===== src/rtl/tdelay_meter.sv =====
// tdelay_meter: measures inverter propagation delay, in clock cycles, over a run of alternating edges
// Ports: clk, rst (asynchronous, active-high)
//        start, n_trials         : run request and number of edges to measure
//        dut_in, dut_out         : registered stimulus to, and raw response from, the inverter
//        busy, done, err         : run in progress, end-of-run pulse, sticky timeout of last run
//        delay_sum, delay_max    : sum and largest of the per-trial cycle counts
//        trials_done             : trials recorded in the last run
module tdelay_meter #(
    parameter int SETTLE_CYC = 8,
    parameter int TIMEOUT    = 1000
) (
    input  logic        clk,
    input  logic        rst,
    input  logic        start,
    input  logic [7:0]  n_trials,
    output logic        dut_in,
    input  logic        dut_out,
    output logic        busy,
    output logic        done,
    output logic        err,
    output logic [23:0] delay_sum,
    output logic [15:0] delay_max,
    output logic [7:0]  trials_done
);
    typedef enum logic [2:0] {IDLE, SETTLE, LAUNCH, WAIT, DONE} state_t;
    localparam logic [15:0] SET_LAST = 16'(SETTLE_CYC - 1);
    localparam logic [15:0] TMO_LAST = 16'(TIMEOUT - 1);
    state_t      state;
    logic        s1, out_sync, match;
    logic [7:0]  n_lat;
    logic [15:0] cnt, scnt;
    // The inverter has answered once its synchronized output is the complement of the stimulus
    assign match = out_sync ^ dut_in;
    always_ff @(posedge clk or posedge rst) begin
        if (rst) begin
            state       <= IDLE;
            s1          <= 1'b0;
            out_sync    <= 1'b0;
            dut_in      <= 1'b0;
            busy        <= 1'b0;
            done        <= 1'b0;
            err         <= 1'b0;
            delay_sum   <= '0;
            delay_max   <= '0;
            trials_done <= '0;
            n_lat       <= '0;
            cnt         <= '0;
            scnt        <= '0;
        end else begin
            s1       <= dut_out;
            out_sync <= s1;
            done     <= 1'b0;
            case (state)
                // DONE already has busy low, so it accepts a start exactly like IDLE
                IDLE, DONE: begin
                    state <= IDLE;
                    if (start) begin
                        err         <= 1'b0;
                        delay_sum   <= '0;
                        delay_max   <= '0;
                        trials_done <= '0;
                        n_lat       <= n_trials;
                        cnt         <= '0;
                        scnt        <= '0;
                        if (n_trials == 8'd0) begin
                            done  <= 1'b1;
                            state <= DONE;
                        end else begin
                            busy  <= 1'b1;
                            state <= SETTLE;
                        end
                    end
                end
                // scnt counts consecutive settled cycles, cnt consecutive unsettled ones
                SETTLE: begin
                    if (match) begin
                        cnt <= '0;
                        if (scnt == SET_LAST) state <= LAUNCH;
                        else scnt <= scnt + 16'd1;
                    end else begin
                        scnt <= '0;
                        if (cnt == TMO_LAST) begin
                            err   <= 1'b1;
                            busy  <= 1'b0;
                            done  <= 1'b1;
                            state <= DONE;
                        end else begin
                            cnt <= cnt + 16'd1;
                        end
                    end
                end
                LAUNCH: begin
                    dut_in <= ~dut_in;
                    cnt    <= '0;
                    state  <= WAIT;
                end
                // Two synchronizer stages make a zero-delay inverter read as a count of 2
                WAIT: begin
                    if (match) begin
                        delay_sum   <= delay_sum + 24'(cnt);
                        delay_max   <= (cnt > delay_max) ? cnt : delay_max;
                        trials_done <= trials_done + 8'd1;
                        cnt         <= '0;
                        scnt        <= '0;
                        if (trials_done + 8'd1 == n_lat) begin
                            busy  <= 1'b0;
                            done  <= 1'b1;
                            state <= DONE;
                        end else begin
                            state <= SETTLE;
                        end
                    end else if (cnt == TMO_LAST) begin
                        err   <= 1'b1;
                        busy  <= 1'b0;
                        done  <= 1'b1;
                        state <= DONE;
                    end else begin
                        cnt <= cnt + 16'd1;
                    end
                end
                default: state <= IDLE;
            endcase
        end
    end
endmodule


===== config.mk =====
export PLATFORM = sky130hd
export DESIGN_NAME = tdelay_meter
export DESIGN_NICKNAME = d
export VERILOG_FILES = /design/src/rtl/tdelay_meter.sv
export SDC_FILE = /design/constraint.sdc
export NUM_CORES = 1
export LEC_CHECK = 0
export BUFFER_PORTS_ARGS = -buffer_cell sky130_fd_sc_hd__buf_2
export CAP_MARGIN = 20
export CORE_UTILIZATION = 59
export CTS_CLUSTER_DIAMETER = 60
export DETAILED_ROUTE_END_ITERATION = 12
export GPL_TIMING_DRIVEN = 0
export MAX_ROUTING_LAYER = met4
export PLACE_DENSITY = 0.89
export SETUP_SLACK_MARGIN = 0.05
export SLEW_MARGIN = 10
export SYNTH_ARGS = -nofsm -noshare
export SYNTH_HDL_FRONTEND = slang
export SYNTH_SLANG_ARGS = --single-unit

===== constraint.sdc =====
create_clock -name clk -period 3.9 [get_ports clk]
set_input_delay 0.78 -clock clk [delete_from_list [all_inputs] [get_ports clk]]
set_output_delay 0.78 -clock clk [all_outputs]
set_load 0.02 [all_outputs]

==> flow_summary.toml <==
[status]
run_status = "complete, no violations"

[global_routing]
globalRouteMet1Util_pct = 40.1
number_of_global_route_vias_before_repair = 5123
grt_use_total_pct = 30.9
antenna_violations_before_repair = 0
global_route.usage.met3_pct = 4.10
grt_busiest_layer = "met2"
gr-total-overflow = 0
grt_pass1_wl_mm = 24.3
pin_count_of_the_biggest_net_entering_global_routing = 60
grt_util_met2_pct = 50.3

[synth]
synth-edff-count = 0
yosysWarningCount = 0
ys.flop_type = "dfrtp_1"
synth_async_sr_flop_share_pct = 100
netlist-cell-type-count = 62
netlist_area_um2 = 5900
synth.net_count = 714
synth_seq_cells = 97
post_synth_inst_count = 666
synth_sequential_area_ratio_pct = 41.1
syn-mean-instance-area_um2 = 8.86

[sta]
post-route-min-period_ns = 3.16
worst_pin_slew_ns = 0.660
relSlewSlack_pct = 56.0
grt_setup_unrepaired = "false"
final.setup_skew_ns = 0.00918
max_freq_ghz = 0.316
finalWorstSetupSlack_ns = 0.737
number_of_setup_violations_in_the_final_report = 0
timing_hold_violations_final = 0
slew_violations = 0
final_period_util_pct = 81.1
hold_slack_ns = 0.370

[floorplan]
die-area_um2 = 10400
number_of_top_level_pins = 64
die_width_um = 102
chipHeight_um = 102
initial_utilization_pct = 60.6
rows = 36
core_region_area_um2 = 9730

[finish]
layout.filler_cells = 817
ff_latch_area_um2 = 2430
layout_commonest_cell = "dfrtp_1"
antennaDiodeCount = 0
areaGrowthSynthToFinish_pct = 11.9
final_nets = 789
layout_common_cells = "dfrtp_1, nand2_1, buf_2"
multi_input_area_um2 = 3260
fraction_of_final_layout_cells_sized_beyond_drive_strength_1_pct = 13.4

[cts]
clock_net_sink_count = 97
cts_buffers = 9
clock_root_buffer = "clkbuf_8"
post-cts-setup-buffer-count = 0
cts.repair.resized = 0
clk_latency_ns = 0.37
hold_buffers = 0
cts-htree-levels = 3
clkSlewWorstSetupHoldPaths_ns = 0.09
tritoncts = "built"
clock_path_buffers = 2

[critical_path]
cp_data_required_time_ns = 4.15
cp-start-kind = "register"
timing.critical_path.cells = "ha_1 -> o21ai_0 -> o21ai_0 -> nand3_1 -> a21oi_1 -> mux2_2 -> a2111oi_0"
critPathMostFrequentCell = "o21ai_0"
critPathMaxStageDelay_ns = 0.57
worst_path_max_delay_cell = "a21oi_1"
critical_path_arrival_ns = 3.41
worstSetupEndpointType = "register"
crit_path_max_fanout = 7
setup.worst_path.class = "register to register"

[drt]
wl_per_cell_um = 16.6
drc_errors = 0
dr_total_vias = 5336
detail-route-antenna-nets = 0
detailedRoute.firstIterationViolations = 220
detail_route.first_pass.iterations = 5
drt-total-wl_mm = 14.6
vias_per_cell = 6.07

[place]
dp_slack_ns = 0.803
port_buffers = 63
hpwl_mm = 10.7
place_congestion = 0.939

[power]
largest_voltage_drop_on_the_vdd_net_mv = 0.393
p_leak_nw = 3.09
post-layout-total-power_mw = 3.42
power_per_cell_area_nw_per_um2 = 517

[worst_hold_path]
path_type_of_the_worst_min_delay_path = "register to register"

[job]
cap_viol_max_count = 0
[kinds of logic (layout without fill, tap and decap cells)]
| family | count (synthesis) | count (layout) | synth area share (%) |
|---|---|---|---|
| mux | 7 | 7 | 1.21 |
| flops | 97 | 97 | 41.1 |
| buf+inv | 51 | 131 | 3.65 |
| simple gates | 281 | 281 | 23.1 |
| xor+xnor | 41 | 41 | 6.21 |
| compound gates | 153 | 153 | 16.9 |
| fa+ha+maj | 36 | 36 | 7.76 |
[power breakdown]
group	internal, mW	switching [mW]
Combinational	0.486	0.946
Sequential	1.16	0.171
Clock	0.296	0.355
[registers in the layout, indices dropped and copies added, names as in the netlist]
name,cells
busy,1
cnt,16
delay_max,16
delay_sum,24
done,1
dut_in,1
err,1
n_lat,8
out_sync,1
s1,1
scnt,16
state,3
trials_done,8
[final timing paths]
kind | startpoint | slack (ns) | cells after the start | end
worst max-delay path | cnt[2] | 0.74 | 7 | delay_sum[17]
worst min-delay path | s1 | 0.37 | 0 | out_sync
worst max register to register | cnt[2] | 0.74 | 7 | delay_sum[17]
worst min register to register | s1 | 0.37 | 0 | out_sync
max in group asynchronous | rst | 2.81 | 3 | delay_sum[20]
min in group asynchronous | rst | 0.44 | 2 | delay_max[0]
[Yosys cell counts (all sizes together) (9+ instances only)]
cell    number  area, µm²
dfrtp       97       2430
and3        11       68.8
nor3        17       85.1
clkbuf      16       61.3
a22o        17        149
nor2        63        236
nand4       14       87.6
buf          9       56.3
nand2       92        345
o31ai        9       67.6
xnor2       28        253
nand3       37        185
a21oi       30        154
inv         26       97.6
a211oi      11       82.6
xor2        13        114
ha          35        438
o21ai       50        250
or3         10       67.6
nor4        10       62.6
[per-layer routing]
metal	vias to the layer above	wire length, µm
li1	2556	-
met1	2603	6400
met2	156	7220
met3	21	763
met4	0	218
met5	-	0
[stage by stage]
step           area [µm²]  instances  util (%)  setup TNS [ns]
6_report             6600        879      67.8               0
3_5_place_dp         6410        863      65.9               0
2_1_floorplan        5900        666         -               0
5_1_grt              6600        879      67.8               0
3_3_place_gp         6380        862      65.6          -44.76
4_1_cts              6600        879      67.8               0
[final cells by class]
cell class                      instances  area share (%)
Tap cell                              133            2.52
Buffer                                 25            1.78
Clock buffer                           11            1.99
Multi-Input combinational cell        518            49.4
Timing Repair Buffer                   64            5.19
Inverter                               26            1.52
Sequential cell                        97            36.8
Clock inverter                          5           0.853
[worst max-delay path, delay by kind of cell, from the launching register on]
kind | cells | cell delay [ns]
AND/OR/NAND/NOR | 1 | 0.24
flip-flops | 1 | 0.50
adder cells (fa/ha/maj) | 1 | 0.41
multiplexers | 1 | 0.40
AO/OA/AOI/OAI | 4 | 1.50
Note: power is estimated with default switching activity, not from simulation.
